--- src/rtl/mmc1_mapper.sv ---
// MMC1-compatible PRG/CHR bank mapper with M2-synchronised serial register port.
// Optional macro MMC1_CONSEC_FILTER_EN drops a write that immediately follows another write cycle.
module mmc1_mapper #(
  parameter int SYNC_STAGES   = 2,
  parameter int PRG_BANK_BITS = 4,
  parameter int CHR_BANK_BITS = 5
) (
  input  logic                       clk,
  input  logic                       async_nreset,
  input  logic                       en,
  input  logic                       m2,
  input  logic                       romsel,
  input  logic                       cpu_rw,
  input  logic [14:0]                cpu_addr,
  input  logic [7:0]                 cpu_data,
  input  logic [12:0]                ppu_addr,
  output logic [PRG_BANK_BITS+13:0]  prg_addr,
  output logic [CHR_BANK_BITS+11:0]  chr_addr,
  output logic                       ciram_a10,
  output logic                       wram_en,
  output logic                       reg_we
);

  logic [SYNC_STAGES-1:0] m2_sync;
  logic       m2_s, m2_prev, m2_fall;
  logic       cap_romsel, cap_rw, cap_d7, cap_d0;
  logic [1:0] cap_sel;
  logic [4:0] control, chr0, chr1, prg, shift, next_shift;
  logic [2:0] count;
  logic       qualified, accept;
  logic [7:0] prg_wide, chr_wide;
  logic       unused_ok;

  assign m2_s       = m2_sync[SYNC_STAGES-1];
  assign m2_fall    = m2_prev & ~m2_s;
  assign qualified  = en & ~cap_romsel & ~cap_rw;
  assign next_shift = {cap_d0, shift[4:1]};

  // Bus fields are sampled only while the synchronised M2 is high, so the
  // values evaluated at the falling edge are those of the last high clock.
  always_ff @(posedge clk or negedge async_nreset) begin
    if (!async_nreset) begin
      m2_sync    <= '0;
      m2_prev    <= 1'b0;
      cap_romsel <= 1'b1;
      cap_rw     <= 1'b1;
      cap_sel    <= 2'd0;
      cap_d7     <= 1'b0;
      cap_d0     <= 1'b0;
    end else begin
      m2_sync <= {m2_sync[SYNC_STAGES-2:0], m2};
      m2_prev <= m2_s;
      if (m2_s) begin
        cap_romsel <= romsel;
        cap_rw     <= cpu_rw;
        cap_sel    <= cpu_addr[14:13];
        cap_d7     <= cpu_data[7];
        cap_d0     <= cpu_data[0];
      end
    end
  end

`ifdef MMC1_CONSEC_FILTER_EN
  logic last_write;

  always_ff @(posedge clk or negedge async_nreset) begin
    if (!async_nreset)
      last_write <= 1'b0;
    else if (m2_fall)
      last_write <= qualified;
  end

  assign accept = m2_fall & qualified & ~last_write;
`else
  assign accept = m2_fall & qualified;
`endif

  always_ff @(posedge clk or negedge async_nreset) begin
    if (!async_nreset) begin
      control <= 5'b01100;
      chr0    <= 5'd0;
      chr1    <= 5'd0;
      prg     <= 5'd0;
      shift   <= 5'd0;
      count   <= 3'd0;
      reg_we  <= 1'b0;
    end else begin
      reg_we <= 1'b0;
      if (accept) begin
        if (cap_d7) begin
          shift   <= 5'd0;
          count   <= 3'd0;
          control <= control | 5'b01100;
        end else if (count == 3'd4) begin
          // Fifth bit: commit the assembled value straight from next_shift.
          case (cap_sel)
            2'd0:    control <= next_shift;
            2'd1:    chr0    <= next_shift;
            2'd2:    chr1    <= next_shift;
            default: prg     <= next_shift;
          endcase
          reg_we <= 1'b1;
          shift  <= 5'd0;
          count  <= 3'd0;
        end else begin
          shift <= next_shift;
          count <= count + 3'd1;
        end
      end
    end
  end

  always_comb begin
    prg_wide = 8'h00;
    case (control[3:2])
      2'd0, 2'd1: prg_wide = {4'b0, prg[3:1], cpu_addr[14]};
      2'd2:       prg_wide = cpu_addr[14] ? {4'b0, prg[3:0]} : 8'h00;
      default:    prg_wide = cpu_addr[14] ? 8'hFF : {4'b0, prg[3:0]};
    endcase
  end

  always_comb begin
    chr_wide = 8'h00;
    if (control[4])
      chr_wide = ppu_addr[12] ? {3'b0, chr1} : {3'b0, chr0};
    else
      chr_wide = {3'b0, chr0[4:1], ppu_addr[12]};
  end

  always_comb begin
    ciram_a10 = 1'b0;
    case (control[1:0])
      2'd0:    ciram_a10 = 1'b0;
      2'd1:    ciram_a10 = 1'b1;
      2'd2:    ciram_a10 = ppu_addr[10];
      default: ciram_a10 = ppu_addr[11];
    endcase
  end

  assign prg_addr = {prg_wide[PRG_BANK_BITS-1:0], cpu_addr[13:0]};
  assign chr_addr = {chr_wide[CHR_BANK_BITS-1:0], ppu_addr[11:0]};
  assign wram_en  = ~prg[4];

  assign unused_ok = ^{cpu_data[6:1], prg_wide, chr_wide, shift[0]};

endmodule
--- config.mk ---
export PLATFORM = sky130hd
export DESIGN_NAME = mmc1_mapper
export DESIGN_NICKNAME = d
export VERILOG_FILES = /design/src/rtl/mmc1_mapper.sv
export SDC_FILE = /design/constraint.sdc
export NUM_CORES = 1
export LEC_CHECK = 0
export ABC_AREA = 1
export CORE_ASPECT_RATIO = 1.25
export CORE_MARGIN = 5
export CORE_UTILIZATION = 35
export DETAILED_ROUTE_END_ITERATION = 6
export GPL_ROUTABILITY_DRIVEN = 0
export MAX_ROUTING_LAYER = met4
export PLACE_DENSITY = 0.64
export SETUP_SLACK_MARGIN = 0.15
export SYNTH_ARGS = -nofsm -noshare
export SYNTH_HDL_FRONTEND = slang
export SYNTH_SLANG_ARGS = --single-unit
--- constraint.sdc ---
create_clock -name clk -period 1.7 [get_ports clk]
set_clock_uncertainty 0.15 [all_clocks]
set_input_delay 0.34 -clock clk [delete_from_list [all_inputs] [get_ports clk]]
set_output_delay 0.34 -clock clk [all_outputs]
set_load 0.01 [all_outputs]
==> results of run 1 <==
-- repair_timing --
action	CTS	global route
hold buffers	0	0
pin swaps	3	7
gates cloned	0	1
resized for setup	68	16
buffers inserted	5	5
endpoints found under the setup margin	19	37
-- registers in the layout (all words and copies together), names as in the netlist --
| signal | cells |
|---|---|
| cap_rw | 1 |
| count | 3 |
| reg_we | 1 |
| control | 5 |
| cap_d0 | 1 |
| chr1 | 5 |
| cap_romsel | 1 |
| shift | 4 |
| cap_sel | 2 |
| m2_prev | 1 |
| chr0 | 5 |
| m2_sync | 2 |
| prg | 5 |
| cap_d7 | 1 |
-- critical path, stage by stage, from the launching register on --
cell     delay [ps]
dfrtp_1         390
nand2_2         120
buf_6           120
mux2_4          290
buf_6           120
-- where the power goes --
| group | total, W | internal [W] | switching [W] |
|---|---|---|---|
| Clock | 0.000576 | 0.000291 | 0.000285 |
| Sequential | 0.00102 | 0.000950 | 0.0000649 |
| Combinational | 0.000365 | 0.000153 | 0.000212 |
-- Yosys cell counts --
library cell | count | area, µm²
nand2_4 | 1 | 11.3
a21oi_1 | 2 | 10.0
nor2_8 | 1 | 20.0
inv_2 | 1 | 3.75
buf_6 | 3 | 33.8
mux2_2 | 4 | 45.0
nor2_1 | 10 | 37.5
inv_6 | 1 | 8.76
nand2_1 | 74 | 278
nand4_1 | 19 | 119
nor3_1 | 1 | 5.00
a31oi_1 | 1 | 6.26
nand3_1 | 6 | 30.0
nand3_2 | 3 | 30.0
buf_2 | 1 | 5.00
o21bai_1 | 1 | 7.51
nand2_2 | 1 | 6.26
dfstp_2 | 4 | 105
buf_4 | 27 | 203
inv_1 | 17 | 63.8
nor2_2 | 2 | 12.5
o21ai_0 | 17 | 85.1
clkbuf_1 | 1 | 3.75
dfrtp_1 | 33 | 826
or2_2 | 1 | 6.26
ha_1 | 2 | 25.0
-- worst paths after layout --
path	end
max in group asynchronous	control[3]
worst max-delay path	chr_addr[14]
worst min-delay path	m2_sync[1]
min in group asynchronous	m2_prev
worst min register to register	m2_sync[1]
worst max register to register	chr1[2]
-- cell type report --
type	instances	area (µm²)
Fill cell	552	3070
Sequential cell	37	931
Multi-Input combinational cell	147	820
Timing Repair Buffer	50	420
Clock buffer	8	80.1
Tap cell	64	80.1
Inverter	19	76.3
-- metal layers --
layer / wire (µm) / up-vias / GRT usage (%)
met5: 0 / - / -
met4: 83 / 0 / 4.44
met3: 281 / 11 / 4.89
met2: 2040 / 48 / 19.9
met1: 1660 / 696 / 13.1
li1: - / 790 / -
-- logic make-up after synthesis --
group / Yosys count
adder cells (fa/ha/maj): 2
multiplexers: 4
AND/OR/NAND/NOR: 119
AO/OA/AOI/OAI: 21
buffers and inverters: 51
flip-flops: 37
-- per-stage QoR --
stage          hold slack [ps]  total power (W)  TNS, ps
4_1_cts                    216          0.00192     -891
3_5_place_dp               197          0.00134    -8470
3_3_place_gp               190          0.00133    -8210
2_1_floorplan             -106          0.00126        0
5_1_grt                    218          0.00208    -1380
6_report                   208          0.00196     -716
==> qor.json, run 1 <==
{
  "final-setup-viol-count": {"value": 8},
  "area.growth.synth_to_final": {"value": 21.2, "unit": "%"},
  "grt_first_pass_wirelength": {"value": 6.78, "unit": "mm"},
  "cts_made_buffers": {"value": 5},
  "synth_compound_gate_area_share": {"value": 5.48, "unit": "%"},
  "drt.antenna.violating_nets": {"value": 0},
  "antennaDiodeCount": {"value": 0},
  "maxSlewHeadroom": {"value": 76.1, "unit": "%"},
  "post-route-util": {"value": 43.9, "unit": "%"},
  "cts_root_buf": {"value": "clkbuf_8"},
  "rsz0062_at_grt": {"value": "true"},
  "crit_path_start": {"value": "control[4]"},
  "hold_path.class": {"value": "flip-flop to flip-flop"},
  "die_height": {"value": 94.2, "unit": "µm"},
  "grt_antenna_before_repair": {"value": 0},
  "die_w": {"value": 77.4, "unit": "µm"},
  "synthAdderAreaFrac": {"value": 1.26, "unit": "%"},
  "synth_top_family_by_area": {"value": "simple AND/OR/NAND/NOR gates"},
  "tritoncts": {"value": "built"},
  "dp_slack": {"value": -601, "unit": "ps"},
  "dpl_cell_area": {"value": 0.00220, "unit": "mm²"},
  "layout-drive-gt1-share": {"value": 27.2, "unit": "%"},
  "clock_sink_total": {"value": 37},
  "synth.ff_latch_count": {"value": 37},
  "timing.final.ws_setup": {"value": -127, "unit": "ps"},
  "outcome": {"value": "finished, violations left"},
  "grtUsageTotal": {"value": 12.1, "unit": "%"},
  "dp_hpwl": {"value": 2.82, "unit": "mm"},
  "layout.cell_area.non_filler": {"value": 0.00241, "unit": "mm²"},
  "clock_insertion_delay_worst_skew": {"value": 280, "unit": "ps"},
  "path_max_fanout": {"value": 4},
  "clk_transition_reported_paths": {"value": 70, "unit": "ps"},
  "ir_worst_vdd": {"value": 0.433, "unit": "mV"},
  "gr-total-overflow": {"value": 0},
  "reg2regPathDepth": {"value": 7},
  "timing.critical_path.required": {"value": 1210, "unit": "ps"},
  "mean_post_synth_cell_area": {"value": 8.49, "unit": "µm²"},
  "post_synth_net_total": {"value": 278},
  "r2r_startpoint": {"value": "count[0]"},
  "hold_crit_start": {"value": "m2_sync[0]"},
  "final_common_cell": {"value": "nand2_1"},
  "route.detailed.wl_per_inst": {"value": 12.5, "unit": "µm"},
  "reg2reg_setup_slack": {"value": 250, "unit": "ps"},
  "final_worst_path_period_need": {"value": 1830, "unit": "ps"},
  "num_vias": {"value": 1545},
  "vias_in_the_first_global_route": {"value": 1500},
  "post_synth_mux_area_share": {"value": 2.27, "unit": "%"},
  "timing.setup.critical_path_class": {"value": "flip-flop to primary output"},
  "ioPinCount": {"value": 80},
  "synthXorXnorAreaFrac": {"value": 0, "unit": "%"},
  "synth_area": {"value": 0.00199, "unit": "mm²"},
  "power.density": {"value": 813, "unit": "mW/mm²"},
  "maximum_operating_frequency": {"value": 547, "unit": "MHz"},
  "fin_nets": {"value": 304},
  "total_leakage_power": {"value": 1.26, "unit": "nW"},
  "initialDrtViolationCount": {"value": 125},
  "clock_tree.htree_level_count": {"value": 2},
  "port_buffers": {"value": 27},
  "viasPerCell": {"value": 4.75},
  "coreArea": {"value": 0.00548, "unit": "mm²"},
  "initial_core_util": {"value": 36.3, "unit": "%"},
  "timing_hold_violations_final": {"value": 0},
  "post_synth_num_cell_types": {"value": 26},
  "post-place-cells": {"value": 306},
  "area_fraction_in_and_or_nand_and_nor_cells_after_synthesis": {"value": 28.0, "unit": "%"},
  "full_die_area": {"value": 0.00729, "unit": "mm²"},
  "floorplan.rows": {"value": 30},
  "number_of_optimization_iterations_in_the_first_detailed_route_pass": {"value": 4},
  "violations": {"value": "setup timing"},
  "clock_tree.buffer_depth": {"value": 2},
  "crit_path_end_kind": {"value": "primary output"},
  "number_of_drc_violations_after_detailed_routing": {"value": 0},
  "worstMarginPinSlew": {"value": 357, "unit": "ps"},
  "critPathArrivalTime": {"value": 1340, "unit": "ps"},
  "synth-seq-area-share": {"value": 46.9, "unit": "%"},
  "wl": {"value": 4.07, "unit": "mm"},
  "worst_hold_path.num_cells": {"value": 0},
  "post_layout_instance_count_excluding_filler_cells": {"value": 325},
  "grt_max_degree": {"value": 38},
  "maxSlewViolCount": {"value": 0},
  "fraction_of_the_cycle_the_final_worst_path_needs": {"value": 107, "unit": "%"},
  "synth-warning-count": {"value": 0},
  "synth_cells": {"value": 234},
  "mostFrequentLayoutCells": {"value": "nand2_1, dfrtp_1, nand4_1, buf_4, inv_1"},
  "cap_violations": {"value": 0},
  "worst_setup_path_start_kind": {"value": "flip-flop"}
}
Power figures use the tool's default switching activity.
==> run 2: changes to the inputs <==
--- a/config.mk
+++ b/config.mk
@@ -6,14 +6,14 @@
 export NUM_CORES = 1
 export LEC_CHECK = 0
 export ABC_AREA = 1
+export CAP_MARGIN = 20
 export CORE_ASPECT_RATIO = 1.25
 export CORE_MARGIN = 5
 export CORE_UTILIZATION = 35
 export DETAILED_ROUTE_END_ITERATION = 6
-export GPL_ROUTABILITY_DRIVEN = 0
 export MAX_ROUTING_LAYER = met4
 export PLACE_DENSITY = 0.64
-export SETUP_SLACK_MARGIN = 0.15
+export SETUP_SLACK_MARGIN = 0.3
 export SYNTH_ARGS = -nofsm -noshare
 export SYNTH_HDL_FRONTEND = slang
 export SYNTH_SLANG_ARGS = --single-unit
==> run 2 against run 1 <==
  * The run still ends with setup timing left
  * Die area unchanged
  * Design area increased by 9.2%
  * Clock power about the same
  * Final cell count increased by 1.8%
  * Global-route usage increased by 1.1 points
  * Via count increased by 4.3%
  * Sequential power about the same
  * Utilization increased by 4.0 points
  * Count of clock-buffer cells in the layout unchanged
  * Setup slack got worse by 2.6 ps
  * Flip-flop and latch count unchanged
  * Largest power group unchanged
==> qor.json, run 2 (synthesis results as in run 1) <==
{
  "vias_in_the_first_global_route": {"value": 1605},
  "crit_path_end_kind": {"value": "primary output"},
  "dp_hpwl": {"value": 2.82, "unit": "mm"},
  "critPathArrivalTime": {"value": 1340, "unit": "ps"},
  "maxSlewViolCount": {"value": 0},
  "timing.critical_path.required": {"value": 1210, "unit": "ps"},
  "initial_core_util": {"value": 36.3, "unit": "%"},
  "antennaDiodeCount": {"value": 0},
  "floorplan.rows": {"value": 30},
  "gr-total-overflow": {"value": 0},
  "clk_transition_reported_paths": {"value": 70, "unit": "ps"},
  "clock_tree.buffer_depth": {"value": 2},
  "power.density": {"value": 830, "unit": "mW/mm²"},
  "rsz0062_at_grt": {"value": "true"},
  "clock_tree.htree_level_count": {"value": 2},
  "fillerInstances": {"value": 532},
  "r2r_startpoint": {"value": "count[0]"},
  "gp_congestion": {"value": 0.760},
  "worstMarginPinSlew": {"value": 435, "unit": "ps"},
  "final_worst_path_period_need": {"value": 1830, "unit": "ps"},
  "post-route-util": {"value": 48.0, "unit": "%"},
  "wl": {"value": 4.42, "unit": "mm"},
  "final_common_cell": {"value": "nand2_1"},
  "ioPinCount": {"value": 80},
  "cap_violations": {"value": 0},
  "viasPerCell": {"value": 4.87},
  "path_max_fanout": {"value": 4},
  "holdWs": {"value": 213, "unit": "ps"},
  "reg2reg_setup_slack": {"value": 250, "unit": "ps"},
  "area.growth.synth_to_final": {"value": 32.3, "unit": "%"},
  "dpl_cell_area": {"value": 0.00220, "unit": "mm²"},
  "clock_insertion_delay_worst_skew": {"value": 280, "unit": "ps"},
  "timing.setup.critical_path_class": {"value": "flip-flop to primary output"},
  "cts_made_buffers": {"value": 5},
  "total_leakage_power": {"value": 1.31, "unit": "nW"},
  "worst_setup_path_start_kind": {"value": "flip-flop"},
  "crit_path_start": {"value": "control[4]"},
  "fin_nets": {"value": 310},
  "timing_hold_violations_final": {"value": 0},
  "outcome": {"value": "finished, violations left"},
  "maximum_operating_frequency": {"value": 547, "unit": "MHz"},
  "grt_antenna_before_repair": {"value": 0},
  "tritoncts": {"value": "built"},
  "grt_first_pass_wirelength": {"value": 7.49, "unit": "mm"},
  "fraction_of_the_cycle_the_final_worst_path_needs": {"value": 108, "unit": "%"},
  "hold_path.class": {"value": "flip-flop to flip-flop"},
  "final-setup-viol-count": {"value": 8},
  "coreArea": {"value": 0.00548, "unit": "mm²"},
  "drt.antenna.violating_nets": {"value": 0},
  "number_of_drc_violations_after_detailed_routing": {"value": 0},
  "mostFrequentLayoutCells": {"value": "nand2_1, dfrtp_1, nand4_1, nand2_2, buf_6"},
  "ir_worst_vdd": {"value": 0.502, "unit": "mV"},
  "cts_root_buf": {"value": "clkbuf_8"},
  "layout.cell_area.non_filler": {"value": 0.00263, "unit": "mm²"},
  "layout-drive-gt1-share": {"value": 40.1, "unit": "%"},
  "maxSlewHeadroom": {"value": 70.9, "unit": "%"},
  "die_w": {"value": 77.4, "unit": "µm"},
  "hold_crit_start": {"value": "m2_sync[0]"},
  "clock_sink_total": {"value": 37},
  "violations": {"value": "setup timing"},
  "port_buffers": {"value": 27},
  "grt_max_degree": {"value": 38},
  "number_of_optimization_iterations_in_the_first_detailed_route_pass": {"value": 4},
  "grtUsageTotal": {"value": 13.2, "unit": "%"},
  "num_vias": {"value": 1611},
  "route.detailed.wl_per_inst": {"value": 13.4, "unit": "µm"},
  "die_height": {"value": 94.2, "unit": "µm"},
  "full_die_area": {"value": 0.00729, "unit": "mm²"},
  "initialDrtViolationCount": {"value": 121},
  "timing.final.ws_setup": {"value": -130, "unit": "ps"}
}
==> run 2: changes by cell type in the layout (fill, tap and decap cells not counted), moves of 3 or more <==
cell | previous run | this run
nor2_1 | 8 | 5
inv_1 | 14 | 10
o21ai_0 | 12 | 6
buf_6 | 6 | 15
buf_4 | 19 | 14
o21ai_1 | 4 | 8
nand2_2 | 3 | 18
nand2_1 | 71 | 54
==> run 2: final cells by class <==
class,instances,area [µm²],share of cell area (%)
multi-input cells,147,946,36.0
flip-flops and latches,37,931,35.4
repair buffers,55,494,18.8
inverters,19,91.3,3.47
clock buffers,8,80.1,3.05
well taps,64,80.1,3.05
repair inverters,1,6.26,0.238
==> run 2: final timing paths <==
check                          endpoint  cells past startpoint
max                        chr_addr[14]                      4
min                          m2_sync[1]                      0
max reg2reg                     chr0[4]                      7
min reg2reg                  m2_sync[1]                      0
max in group asynchronous    control[2]                      2
min in group asynchronous       chr1[4]                      2
==> run 2: repair_timing <==
item / 4_1_cts / 5_1_grt
setup endpoints to repair: 41 / 38
pin swaps: 27 / 22
hold buffers: 0 / 0
gates resized for setup: 98 / 51
gates cloned: 2 / 0
buffers inserted: 11 / 4
==> run 2: layer usage <==
metal  routed length (µm)  global-route usage, %
met2                 2320                   21.7
met5                    0                      -
met4                   80                   4.58
met1                 1770                   15.0
met3                  255                   4.41
==> run 2: stage by stage <==
stage          setup slack [ps]  power, W  setup TNS (ps)  std cells
5_1_grt                    -189   0.00231           -1370        331
3_3_place_gp               -580   0.00133           -8210        306
2_1_floorplan               288   0.00126               0        234
4_1_cts                    -141   0.00202            -888        327
6_report                   -130   0.00218            -751        331
3_5_place_dp               -601   0.00134           -8470        306
==> run 2: critical path: stages (launching register included) <==
cell and delay [ps]:
dfrtp_1 390, nand2_2 120, buf_6 120, mux2_4 300
buf_6 120
==> run 2: power by group <==
group          switching (W)  internal [W]
Combinational       0.000298      0.000271
Clock               0.000287      0.000291
Sequential         0.0000829      0.000950
Total               0.000669       0.00151
